--- src/rtl/pipeline_ctrl_pkg.sv ---
// Shared definitions for the pipeline controller: state encodings, default timeout
// and the control-word type with its RUN-mode decode.
package pipeline_ctrl_pkg;

    localparam logic [1:0] StIdle    = 2'b00;
    localparam logic [1:0] StRun     = 2'b01;
    localparam logic [1:0] StMemWait = 2'b10;

    localparam int unsigned DefaultTimeout = 200;
    localparam int unsigned WaitW          = 8;

    typedef struct packed {
        logic pc_write;
        logic ifid_write;
        logic idex_write;
        logic exmem_write;
        logic memwb_write;
        logic ifid_flush;
        logic idex_bubble;
        logic mem_enable;
    } ctrl_t;

    // Control word for a non-memory-stall cycle; load-use beats branch because the
    // branch is re-resolved once the stalled instruction advances.
    function automatic ctrl_t run_ctrl(input logic load_use, input logic branch_taken,
                                       input logic mem_req);
        ctrl_t c;
        c.pc_write    = ~load_use;
        c.ifid_write  = ~load_use;
        c.idex_write  = 1'b1;
        c.exmem_write = 1'b1;
        c.memwb_write = 1'b1;
        c.ifid_flush  = branch_taken & ~load_use;
        c.idex_bubble = load_use;
        c.mem_enable  = mem_req;
        return c;
    endfunction

endpackage

--- src/rtl/pipe_perf_cnt.sv ---
// Free-running performance counters: active cycles and stalled active cycles.
module pipe_perf_cnt #(
    parameter int unsigned CNT_W = 32
) (
    input  logic             clk_i,
    input  logic             rst_i,
    input  logic             active_i,
    input  logic             stall_i,
    output logic [CNT_W-1:0] cycle_cnt_o,
    output logic [CNT_W-1:0] stall_cnt_o
);

    logic [CNT_W-1:0] cycle_cnt_q, cycle_cnt_d;
    logic [CNT_W-1:0] stall_cnt_q, stall_cnt_d;

    always_comb begin
        cycle_cnt_d = cycle_cnt_q;
        stall_cnt_d = stall_cnt_q;
        if (active_i) begin
            cycle_cnt_d = cycle_cnt_q + 1'b1;
            if (stall_i) begin
                stall_cnt_d = stall_cnt_q + 1'b1;
            end
        end
    end

    always_ff @(posedge clk_i or posedge rst_i) begin
        if (rst_i) begin
            cycle_cnt_q <= '0;
            stall_cnt_q <= '0;
        end else begin
            cycle_cnt_q <= cycle_cnt_d;
            stall_cnt_q <= stall_cnt_d;
        end
    end

    assign cycle_cnt_o = cycle_cnt_q;
    assign stall_cnt_o = stall_cnt_q;

endmodule

--- src/rtl/pipeline_ctrl.sv ---
// Five-stage pipeline controller: hazard stalls/flushes, data-memory wait with
// timeout abort, and performance counters.
module pipeline_ctrl
    import pipeline_ctrl_pkg::*;
#(
    parameter int unsigned TIMEOUT = DefaultTimeout,
    parameter int unsigned CNT_W   = 32
) (
    input  logic             clk_i,
    input  logic             rst_i,
    input  logic             start_i,
    input  logic             load_use_i,
    input  logic             branch_taken_i,
    input  logic             mem_req_i,
    input  logic             mem_ack_i,
    output logic             pc_write_o,
    output logic             ifid_write_o,
    output logic             idex_write_o,
    output logic             exmem_write_o,
    output logic             memwb_write_o,
    output logic             ifid_flush_o,
    output logic             idex_bubble_o,
    output logic             mem_enable_o,
    output logic [1:0]       state_o,
    output logic             err_o,
    output logic [CNT_W-1:0] cycle_cnt_o,
    output logic [CNT_W-1:0] stall_cnt_o
);

    localparam logic [WaitW-1:0] TimeoutCnt = WaitW'(TIMEOUT);

    logic [1:0]       state_q, state_d;
    logic [WaitW-1:0] wait_q, wait_d;
    logic             err_q, err_d;
    ctrl_t            ctrl;

    always_comb begin
        state_d = state_q;
        wait_d  = wait_q;
        err_d   = err_q;
        ctrl    = '0;
        case (state_q)
            StIdle: begin
                if (start_i) begin
                    state_d = StRun;
                end
            end
            StRun: begin
                if (mem_req_i && !mem_ack_i) begin
                    // Miss: freeze everything this cycle and start waiting.
                    ctrl.mem_enable = 1'b1;
                    state_d         = StMemWait;
                    wait_d          = '0;
                end else begin
                    ctrl = run_ctrl(load_use_i, branch_taken_i, mem_req_i);
                end
            end
            StMemWait: begin
                if (mem_ack_i) begin
                    ctrl    = run_ctrl(load_use_i, branch_taken_i, 1'b1);
                    state_d = StRun;
                end else begin
                    ctrl.mem_enable = 1'b1;
                    if (wait_q == TimeoutCnt) begin
                        err_d   = 1'b1;
                        state_d = StIdle;
                    end else begin
                        wait_d = wait_q + 1'b1;
                    end
                end
            end
            default: begin
                state_d = StIdle;
            end
        endcase
    end

    always_ff @(posedge clk_i or posedge rst_i) begin
        if (rst_i) begin
            state_q <= StIdle;
            wait_q  <= '0;
            err_q   <= 1'b0;
        end else begin
            state_q <= state_d;
            wait_q  <= wait_d;
            err_q   <= err_d;
        end
    end

    pipe_perf_cnt #(
        .CNT_W(CNT_W)
    ) u_perf_cnt (
        .clk_i      (clk_i),
        .rst_i      (rst_i),
        .active_i   (state_q != StIdle),
        .stall_i    (~ctrl.pc_write),
        .cycle_cnt_o(cycle_cnt_o),
        .stall_cnt_o(stall_cnt_o)
    );

    assign pc_write_o    = ctrl.pc_write;
    assign ifid_write_o  = ctrl.ifid_write;
    assign idex_write_o  = ctrl.idex_write;
    assign exmem_write_o = ctrl.exmem_write;
    assign memwb_write_o = ctrl.memwb_write;
    assign ifid_flush_o  = ctrl.ifid_flush;
    assign idex_bubble_o = ctrl.idex_bubble;
    assign mem_enable_o  = ctrl.mem_enable;
    assign state_o       = state_q;
    assign err_o         = err_q;

endmodule
--- config.mk ---
export PLATFORM = sky130hd
export DESIGN_NAME = pipeline_ctrl
export DESIGN_NICKNAME = d
export VERILOG_FILES = /design/src/rtl/pipeline_ctrl_pkg.sv /design/src/rtl/pipe_perf_cnt.sv /design/src/rtl/pipeline_ctrl.sv
export SDC_FILE = /design/constraint.sdc
export NUM_CORES = 1
export LEC_CHECK = 0
export CAP_MARGIN = 25
export CELL_PAD_IN_SITES_DETAIL_PLACEMENT = 1
export CELL_PAD_IN_SITES_GLOBAL_PLACEMENT = 2
export CORE_MARGIN = 8
export CORE_UTILIZATION = 30
export DETAILED_ROUTE_END_ITERATION = 8
export GPL_TIMING_DRIVEN = 1
export PLACE_DENSITY = 0.74
export SLEW_MARGIN = 10
export SYNTH_ARGS = -nofsm -noshare
export SYNTH_HDL_FRONTEND = slang
export SYNTH_SLANG_ARGS = --single-unit
export TNS_END_PERCENT = 30
--- constraint.sdc ---
create_clock -name clk_i -period 2.7 [get_ports clk_i]
set_input_delay 0.27 -clock clk_i [delete_from_list [all_inputs] [get_ports clk_i]]
set_output_delay 0.27 -clock clk_i [all_outputs]
set_load 0.03 [all_outputs]
# Word level (Yosys, flattened, before mapping)
# Cells that the tools add are included.
[word_totals]
in_bits = 7
ff_bits = 75
out_inout_bits = 75
[classes]
mux = 13
n_addsub = 3
reduce_logical = 9
eq_ne = 8
bitwise_logic = 4
[ops]
columns = ["operator", "n"]
rows = [
  ["adder 32 x 1 -> 32 bit, second input constant", 2],
  ["case mux 8 bit (2 select lines)", 2],
  ["2-to-1 mux 8 bit", 3],
  ["2-to-1 mux 7 bit", 2],
  ["adder 8 x 1 -> 8 bit, second input constant", 1],
  ["equality test 8 bit, second input constant", 1],
  ["2-to-1 mux 2 bit", 4],
  ["inequality test 2 bit, second input constant", 4],
  ["case mux 2 bit (3 select lines)", 1],
  ["AND reduction 3 bit", 2],
  ["AND reduction 4 bit", 1],
  ["nonzero test 2 bit", 2],
  ["inequality test 3 bit, second input constant", 1],
  ["NOT 1 bit", 3],
  ["equality test 2 x 1 -> 1 bit, second input constant", 1],
  ["equality test 2 bit, second input constant", 1],
  ["logical NOT 2 bit", 1],
  ["AND reduction 2 bit", 1],
  ["AND 1 bit", 1],
  ["logical AND 1 bit", 1],
  ["logical NOT 1 bit", 1],
  ["2-to-1 mux 1 bit", 1],
]

# Logic depth before layout (Yosys ltp)
# Gate-level depths: netlist of the first run.
[depth]
ltp_word = 6
mapped_depth = 9

# Hierarchy
# A second synthesis of the first run with hierarchy kept.
[unflattened]
hier_cells = 341
hier_area_um2 = 3816.2
[modules_own_cells]
columns = ["mod", "seq_area_each_um2", "instances", "cells_each", "area_each_um2"]
rows = [
  ["pipe_perf_cnt", 1601.5, 1, 253, 2984.1],
  ["pipeline_ctrl", 275.3, 1, 88, 832.0],
]

# Least setup slack after synthesis of the first run
# Ideal clock, no wire load.
[synth_path]
path_kind = "register -> register"
from = "register state_q[0], in the netlist state_o[0]"
to = "register u_perf_cnt.stall_cnt_q[13], in the netlist u_perf_cnt.stall_cnt_o[13]"
n_path_buf = 1
required_ns = 2.566
path_slack_ns = 0.260
arrival_ns = 2.306
period_less_slack_ns = 2.440
stages_incl_launch_ff = 9
cell_sequence = "dfrtp_1 -> inv_1 -> ha_1 -> and4bb_2 -> a311oi_4 -> and3_4 -> buf_8 -> nand4_2 -> xnor2_1"
[synth_between]
elab_chain_cells = 4
word_cells_on_any_way = 6
[synth_rtl]
columns = ["item", "line_no", "source"]
rows = [
  ["start: declaration", "pipeline_ctrl.sv:32", "logic [1:0] state_q, state_d;"],
  ["start signal: assignment", "pipeline_ctrl.sv:80", "state_q <= StIdle;"],
  ["start signal: assignment", "pipeline_ctrl.sv:84", "state_q <= state_d;"],
  ["equality test 2 bit or equality test 2 x 1 -> 1 bit (tied branches)", "pipeline_ctrl.sv:42", "case (state_q)"],
  ["case mux 8 bit (2 select lines)", "pipeline_ctrl.sv:42", ""],
  ["NOT 1 bit (no line)", "n/a", ""],
  ["AND reduction 2 bit (no line) *", "n/a", ""],
  ["end signal: assignment", "pipe_perf_cnt.sv:33", "stall_cnt_q <= stall_cnt_d;"],
  ["end: declaration", "pipe_perf_cnt.sv:14", "logic [CNT_W-1:0] stall_cnt_q, stall_cnt_d;"],
]
# Mark *: on every way between the ends. The rest lies on a longest branch, timed or not.
# A chain may end at the register's enable or synchronous reset.

# Worst setup path after layout of the first run
[layout_path]
from = "register state_q[0], in the netlist state_o[0]"
to = "output exmem_write_o"
[layout_between]
elab_chain_cells = 2
word_cells_on_any_way = 3
[layout_rtl]
columns = ["item", "line_no", "source"]
rows = [
  ["equality test 2 bit or equality test 2 x 1 -> 1 bit (tied branches)", "pipeline_ctrl.sv:42", ""],
  ["case mux 8 bit (2 select lines) *", "pipeline_ctrl.sv:42", ""],
  ["end: declaration", "pipeline_ctrl.sv:19", "output logic exmem_write_o,"],
]
# Marked as above.

==> results of run 1 <==
==> area by class of cell <==
cell class / instances / area [sq um]
flip-flops and latches: 75 / 1880
multi-input cells: 236 / 1650
fillers: 1344 / 6970
clock buffers: 10 / 229
well taps: 147 / 184
clock inverters: 5 / 78.8
repair buffers: 90 / 888
inverters: 10 / 37.5
==> stage by stage <==
stage	area (sq um)	worst slack, ns	utilization, %
2_1_floorplan	3630	0.260	-
3_3_place_gp	4640	0.344	38.9
3_5_place_dp	4640	0.299	38.9
4_1_cts	4940	0.108	41.5
5_1_grt	4940	0.00416	41.5
6_report	4940	0.151	41.5
==> final timing paths <==
path                                            startpoint                          to  slack [ns]  cells past startpoint
max in group asynchronous                            rst_i  u_perf_cnt.stall_cnt_o[13]        1.76                      3
min in group clk_i              u_perf_cnt.stall_cnt_o[31]  u_perf_cnt.stall_cnt_o[31]        0.47                      1
worst max-delay path                            state_o[0]               exmem_write_o        0.15                      5
worst min-delay path                                 rst_i                  state_o[1]        0.28                      2
worst min register to register  u_perf_cnt.stall_cnt_o[31]  u_perf_cnt.stall_cnt_o[31]        0.47                      1
worst max register to register                  state_o[0]  u_perf_cnt.stall_cnt_o[22]        0.36                      8
==> cell usage in the layout (no fill, tap or decap), types with 10 or more instances in the layout <==
| cell | count |
|---|---|
| xnor2_1 | 54 |
| clkdlybuf4s50_1 | 76 |
| and3_1 | 14 |
| nand4_1 | 14 |
| xor2_1 | 11 |
| o21ai_0 | 10 |
| nor2_1 | 12 |
| nand2_1 | 30 |
| nand3_1 | 27 |
| dfrtp_1 | 75 |
==> synthesized netlist by cell type (2+ instances only) <==
cell type  count  area [sq um]
buf_4          4          30.0
and2_1         5          31.3
nand3_1       27           135
nor2b_1        4          25.0
dfrtp_1       75          1880
nand2_1       30           113
and3_1        14          87.6
nor3_1         8          40.0
nand4_1       14          87.6
a21oi_1        2          10.0
buf_6          2          22.5
nand4_2        3          37.5
and4_1         4          35.0
nand2b_1       3          18.8
mux2_2         3          33.8
nor4_1         2          12.5
o21ai_0       10          50.1
xor2_1        11          96.3
nor2_1        12          45.0
xnor2_1       54           473
o31ai_1        2          15.0
or2_2          4          25.0
inv_1         10          37.5
ha_1           8           100
==> state kept, by name (all words and copies together), names as in the netlist <==
signal and cells:
u_perf_cnt.stall_cnt_o 32, u_perf_cnt.cycle_cnt_o 32, state_o 2, err_o 1
wait_q 8
==> per-layer routing <==
metal	GRT usage (%)	up-vias	share of wire [%]
li1	-	1316	-
met1	14.9	1358	46
met2	17.4	64	44
met3	4.26	13	6.7
met4	6.16	0	2.3
met5	0	-	0
==> power by group <==
part,internal (uW),switching [uW],total [uW],leakage (uW)
clock network,802,456,1260,0.000152
logic,575,763,1340,0.000954
registers,1260,174,1430,0.00102
total,2640,1390,4030,0.00212
==> cell families (layout without fill, tap and decap cells) <==
logic type	after synthesis	after routing
mux	4	4
compound gates	21	21
buf+inv	18	115
simple gates	138	138
flops	75	75
fa+ha+maj	8	8
xor+xnor	65	65
==> flow_summary.ini, run 1 <==
[floorplan]
rows = 40
die_w_um = 126
die_h_um = 126
pin_count = 82
dieArea_sq_um = 15900
start_util_pct = 30.5
core_sq_um = 11900

[timing]
hold_viol = 0
slew_headroom_pct = 43.1
fin_skew_ns = 0.00502
maxSlewViolCount = 0
rsz0062_at_grt = no
holdWs_ns = 0.281
post-route-period-util_pct = 94.4
setup_violations = 0
max_clock_freq_mhz = 392
tightest_slew_ns = 0.847
fin_crit_ns = 2.55
final.setup.tns_ns = 0

[route]
route.vias.total = 2751
route.detailed.drc = 0
antenna_left = 0
dr.pass1.iters = 3
wirelength_um = 8890
vias_per_cell = 4.80
drt_iter0_drc = 135
wire_per_inst_um = 15.5

[flow_run]
cap_violations = 0

[clock_network]
root_buffer = clkbuf_16
clock_latency_ns = 0.33
cts_buffer_depth = 2
cts_tree = built
cts.sink_count = 75
clkTransAtPathRegs_ns = 0.06
cts_hold_buf = 0
cts_resized = 4
cts_inserted_buffers = 9
htreeDepth = 3
post_cts_buffers = 0

[synthesis]
yosys_warnings = 0
synth_compound_area_share_pct = 4.41
synthMuxAreaShare_pct = 1.21
synth_seq_cells = 75
synth_top_family_by_area = simple AND/OR/NAND/NOR gates
syn_area_per_cell_sq_um = 11.0
async_flop_share_pct = 100
synthesis.area_sq_um = 3630
yosys.area_share.simple_pct = 21.3
synth_ff_type = dfrtp_1
synthXorXnorAreaFrac_pct = 15.7
syn_inst = 329
yosysUniqueCellTypes = 42
synth-adder-area-share_pct = 2.76
yosysSeqAreaShare_pct = 51.7
synth_edf_count = 0
synthesis.nets = 344

[pwr]
p_total_uw = 4030
vdd_drop_max_mv = 0.516
p_leak_uw = 0.00212
power_density_nw_per_um2 = 816

[grt]
grt_overflow_total = 0
grt_use_total_pct = 11.8
grt_pass1_vias = 2949
grt_antenna_before_repair = 0
grt_max_degree = 56
grt_pass1_wl_um = 15300

[placed_design]
hpwlAfterDp_um = 6530
gp_congestion = 0.745
portBuffers = 81
dp.cells = 558

[final_layout]
area_growth_pct = 36.0
drive_gt1_share_pct = 9.86
finalNonFillerCells = 573
n_antenna_cell = 0
nets = 437

[worst_setup_path]
cp.required_ns = 2.43
start_kind = flop
path_cells = inv_1 -> ha_1 -> o21a_4 -> o21a_1 -> clkdlybuf4s50_1
cp_num_buf_inv = 2
end_kind = output port
path_class = reg -> out
worstPathMaxFanout = 8
slowest_delay_ns = 0.70
crit_arrival_ns = 2.28
cpMaxStageDelayCell = clkdlybuf4s50_1
critical_path.top_delay_family = buffers and inverters

[status]
status = finished clean

[min_path]
hp-class = in -> async
No activity file was read; power rests on OpenSTA's default activity.
==> run 2, diff against run 1 <==
--- a/config.mk
+++ b/config.mk
@@ -13,6 +13,7 @@
 export DETAILED_ROUTE_END_ITERATION = 8
 export GPL_TIMING_DRIVEN = 1
 export PLACE_DENSITY = 0.74
+export SETUP_SLACK_MARGIN = 0.3
 export SLEW_MARGIN = 10
 export SYNTH_ARGS = -nofsm -noshare
 export SYNTH_HDL_FRONTEND = slang
==> constraint.sdc (replaced) <==
create_clock -name clk_i -period 2.7 [get_ports clk_i]
set_input_delay 0.27 -clock clk_i [delete_from_list [all_inputs] [get_ports clk_i]]
set_output_delay 0.27 -clock clk_i [all_outputs]
set_load 0.02 [all_outputs]
==> flow_summary.ini, run 2 (synthesized netlist as in run 1, its figures left out) <==
[worst_setup_path]
worstRegToRegCells = 8
cp.required_ns = 2.43
regToRegEndpoint = u_perf_cnt.stall_cnt_o[26]
start_kind = flop
slowest_delay_ns = 0.42
critical_path.top_delay_family = buffers and inverters
path_class = reg -> out
reg2reg_slack_ns = 0.37
end_kind = output port
cp_num_buf_inv = 2
crit_arrival_ns = 2.09
reg2reg_from = state_o[0]
cpMaxStageDelayCell = dfrtp_1
worstPathMaxFanout = 8
path_cells = buf_4 -> ha_2 -> o21a_4 -> o21a_1 -> and3_1 -> dlygate4sd2_1

[timing]
max_clock_freq_mhz = 424
rsz0062_at_grt = yes
final.setup.tns_ns = 0
fin_crit_ns = 2.36
setup_ws_ns = 0.339
maxSlewViolCount = 0
slew_headroom_pct = 42.7
setup_violations = 0
tightest_slew_ns = 0.858
post-route-period-util_pct = 87.4
hold_viol = 0
fin_skew_ns = 0.00509

[grt]
grt_overflow_total = 0
grt_pass1_vias = 2949
grt_pass1_wl_um = 15600
grt_antenna_before_repair = 0
grt_max_degree = 41
grt_use_total_pct = 12.1

[placed_design]
gp_congestion = 0.775
hpwlAfterDp_um = 6740
pre_cts_slack_ns = 0.319
placed_area_sq_um = 4650
portBuffers = 81

[route]
routed.top_layer = met4
route.vias.total = 2773
drt_iter0_drc = 94
met2_length_um = 4010
vias_per_cell = 4.77
antenna_left = 0
dr.pass1.iters = 3
wirelength_um = 9130
route.met3.wl_um = 512
wl_met1_um = 4400
wire_per_inst_um = 15.7
route.detailed.drc = 0

[pwr]
swShare_pct = 32.5
power_density_nw_per_um2 = 796
seqPwrFrac_pct = 35.8
p_int_uw = 2710
clockPowerShare_pct = 31.9
pwr-share-comb_pct = 32.3
p_leak_uw = 0.00222
switchingPower_uw = 1310
vdd_drop_max_mv = 0.509
p_total_uw = 4020

[final_layout]
n_antenna_cell = 0
fin_area_sq_um = 5050
area_growth_pct = 39.0
nets = 445
final_cell_mix = dfrtp_1 (75), clkdlybuf4s50_1 (74), xnor2_1 (54)
layout_commonest_cell = dfrtp_1
drive_gt1_share_pct = 12.9

[clock_network]
cts_inserted_buffers = 9
htreeDepth = 3
cts_tree = built
root_buffer = clkbuf_16
cts.sink_count = 75
cts_hold_buf = 0
cts_buffer_depth = 2
clock_latency_ns = 0.33
clkTransAtPathRegs_ns = 0.06

[flow_run]
cap_violations = 0

[min_path]
hp-class = in -> async

[floorplan]
dieArea_sq_um = 15900
pin_count = 82
rows = 40
die_h_um = 126
die_w_um = 126
start_util_pct = 30.5
core_sq_um = 11900

[status]
status = finished clean
run 2: cell type report:
class,count,area [sq um]
clock buffers,10,239
clock inverters,5,77.6
fillers,1319,6860
inverters,10,37.5
multi-input cells,236,1680
flip-flops and latches,75,1880
well taps,147,184
repair buffers,98,952
run 2: metrics by stage:
| stage | hold slack (ns) | instances | utilization [%] |
|---|---|---|---|
| CTS | 0.476 | 576 | 41.7 |
| global route | 0.487 | 581 | 42.4 |
| floorplan | 0.466 | 329 | - |
| detailed placement | 0.464 | 561 | 39.0 |
| global placement | 0.453 | 561 | 39.0 |
| finish | 0.440 | 581 | 42.4 |
run 2: timing repair:
item / CTS / global route
resized for setup: 4 / 11
endpoints found under the setup margin: 7 / 21
cloned: 0 / 1
endpoints found under the hold margin: 0 / 0
pin swaps: 0 / 2
setup buffers: 0 / 4
run 2: worst max path at each step:
| stage | endpoint | slack, ns | cells past startpoint | start |
|---|---|---|---|---|
| final | ifid_flush_o | 0.34 | 6 | state_o[1] |
| after global routing | ifid_flush_o | 0.25 | 6 | state_o[1] |
| after CTS | pc_write_o | 0.12 | 6 | state_o[0] |
| after detailed placement | u_perf_cnt.stall_cnt_o[28] | 0.32 | 8 | state_o[0] |
| after global placement | u_perf_cnt.stall_cnt_o[30] | 0.41 | 8 | state_o[0] |
| after floorplan | u_perf_cnt.stall_cnt_o[13] | 0.34 | 8 | state_o[0] |
run 2: power by group through the flow:
stage / clock, uW / combinational [uW] / sequential (uW)
floorplan: 0 / 645 / 1560
global route: 1350 / 1440 / 1460
global placement: 0 / 1240 / 1450
detailed placement: 0 / 1250 / 1460
CTS: 1320 / 1260 / 1440
finish: 1280 / 1300 / 1440
run 2: layer usage:
layer | vias to the layer above | GRT usage (%)
met5 | - | 0
met4 | 0 | 6.30
met3 | 14 | 3.71
met2 | 62 | 17.8
met1 | 1360 | 15.7
li1 | 1337 | -
run 2: worst reg2reg max path, delay by kind of cell (launching register included):
family | cells | cell delay [ns]
buffers and inverters | 2 | 0.48
flip-flops | 1 | 0.42
XOR/XNOR | 1 | 0.13
AND/OR/NAND/NOR | 4 | 1.01
adder cells (fa/ha/maj) | 1 | 0.18
==> run 3, diff against run 2 <==
--- a/config.mk
+++ b/config.mk
@@ -9,10 +9,12 @@
 export CELL_PAD_IN_SITES_DETAIL_PLACEMENT = 1
 export CELL_PAD_IN_SITES_GLOBAL_PLACEMENT = 2
 export CORE_MARGIN = 8
-export CORE_UTILIZATION = 30
+export CORE_UTILIZATION = 33
+export CTS_BUF_LIST = sky130_fd_sc_hd__clkbuf_8
 export DETAILED_ROUTE_END_ITERATION = 8
 export GPL_TIMING_DRIVEN = 1
-export PLACE_DENSITY = 0.74
+export PLACE_DENSITY = 0.81
+export REMOVE_ABC_BUFFERS = 1
 export SETUP_SLACK_MARGIN = 0.3
 export SLEW_MARGIN = 10
 export SYNTH_ARGS = -nofsm -noshare
==> flow_summary.ini, run 3 (synthesized netlist as in run 1, its figures left out) <==
[pwr]
swShare_pct = 34.2
p_int_uw = 2400
clockPowerShare_pct = 26.1
vdd_drop_max_mv = 0.457
switchingPower_uw = 1250
p_leak_uw = 0.00215
seqPwrFrac_pct = 39.1
pwr-share-comb_pct = 34.8
power_density_nw_per_um2 = 744

[route]
route.detailed.drc = 0
dr.pass1.iters = 6
route.vias.total = 2738
vias_per_cell = 4.80
antenna_left = 0
wire_per_inst_um = 15.9
drt_iter0_drc = 138
wirelength_um = 9060

[worst_setup_path]
slowest_delay_ns = 0.43
path_cells = inv_1 -> ha_2 -> and4bb_2 -> or2_2 -> nor4b_4 -> clkdlybuf4s15_2 -> nand3_1 -> xnor2_1
cpMaxStageDelayCell = dfrtp_2
cp.required_ns = 2.93
crit_arrival_ns = 2.71
start_kind = flop
path_class = reg -> reg
worstRegToRegCells = 8
worstPathMaxFanout = 5
end_kind = flop

[timing]
fin_skew_ns = 0.0124
final.setup.tns_ns = 0
slew_headroom_pct = 46.9
post-route-period-util_pct = 92.0
setup_ws_ns = 0.215
maxSlewViolCount = 0
hold_viol = 0
rsz0062_at_grt = yes
tightest_slew_ns = 0.786
fin_crit_ns = 2.48
setup_violations = 0
max_clock_freq_mhz = 402

[final_layout]
nFillCells = 1207
area_growth_pct = 35.1
n_antenna_cell = 0
final_cell_mix = clkdlybuf4s50_1 (75), dfrtp_1 (74), xnor2_1 (54)
layout_commonest_cell = clkdlybuf4s50_1
drive_gt1_share_pct = 11.6
nets = 441

[flow_run]
cap_violations = 0

[status]
status = finished clean

[floorplan]
die_h_um = 121
rows = 38
start_util_pct = 33.7
die_w_um = 121
pin_count = 82
core_sq_um = 10800
dieArea_sq_um = 14600

[clock_network]
clkTransAtPathRegs_ns = 0.08
cts_buffer_depth = 2
htreeDepth = 3
clock_latency_ns = 0.34
root_buffer = clkbuf_8
cts_tree = built
cts_inserted_buffers = 9
cts.sink_count = 75

[grt]
grt_pass1_vias = 2973
grt_overflow_total = 0
grt_antenna_before_repair = 0
grt_pass1_wl_um = 15000
grt_max_degree = 47
grt_use_total_pct = 12.5

[placed_design]
gp_congestion = 0.786
pre_cts_slack_ns = 0.333
hpwlAfterDp_um = 6540
portBuffers = 81

[min_path]
hp-class = in -> async
[run 3: power groups by stage]
stage          Sequential (uW)  Combinational, uW  Clock (uW)
3_5_place_dp              1450               1260           0
4_1_cts                   1440               1270         993
3_3_place_gp              1440               1240           0
5_1_grt                   1460               1390        1040
6_report                  1430               1270         954
2_1_floorplan             1560                587           0
[run 3: repair_timing]
item / in CTS / in global routing
gates cloned: 0 / 1
buffers inserted: 0 / 3
resized for setup: 4 / 8
pin swaps: 0 / 2
setup endpoints to repair: 7 / 18
hold buffers: 0 / 0
[run 3: critical path: cells and delay by family (launching register included)]
family                   cells  cell delay [ns]
adder cells (fa/ha/maj)      1             0.31
XOR/XNOR                     1             0.13
buffers and inverters        2             0.44
AND/OR/NAND/NOR              4             1.06
flip-flops                   1             0.43
[run 3: per-layer routing]
metal / global-route usage, % / vias to the layer above / share of wire, %
met5: 0 / - / 0
met2: 20.6 / 57 / 48
li1: - / 1323 / -
met1: 15.0 / 1347 / 45
met3: 3.58 / 11 / 5.7
met4: 5.00 / 0 / 1.4
[run 3: worst paths after layout]
kind	slack, ns	to	startpoint
worst max-delay path	0.22	u_perf_cnt.stall_cnt_o[24]	state_o[0]
worst min-delay path	0.34	u_perf_cnt.stall_cnt_o[27]	rst_i
worst max register to register	0.22	u_perf_cnt.stall_cnt_o[24]	state_o[0]
worst min register to register	0.47	u_perf_cnt.cycle_cnt_o[31]	u_perf_cnt.cycle_cnt_o[31]
max in group asynchronous	1.66	state_o[0]	rst_i
min in group clk_i	0.47	u_perf_cnt.cycle_cnt_o[31]	u_perf_cnt.cycle_cnt_o[31]
[run 3: cell type report]
class                   count  area [sq um]  area share [%]
repair buffers             94           936            19.1
clock buffers              10           138            2.80
inverters                  10          37.5           0.765
multi-input cells         236          1660            33.9
flip-flops and latches     75          1880            38.3
clock inverters             6          81.3            1.66
well taps                 140           175            3.57
[run 3: metrics by stage]
stage | hold WS [ns] | cells | util (%) | power [uW] | cell area [sq um]
after detailed placement | 0.462 | 551 | 42.9 | 2710 | 4630
final | 0.342 | 571 | 45.5 | 3650 | 4910
after global routing | 0.388 | 571 | 45.5 | 3880 | 4910
after CTS | 0.356 | 567 | 44.9 | 3700 | 4850
after global placement | 0.455 | 551 | 42.9 | 2680 | 4630
after floorplan | 0.466 | 321 | - | 2150 | 3560
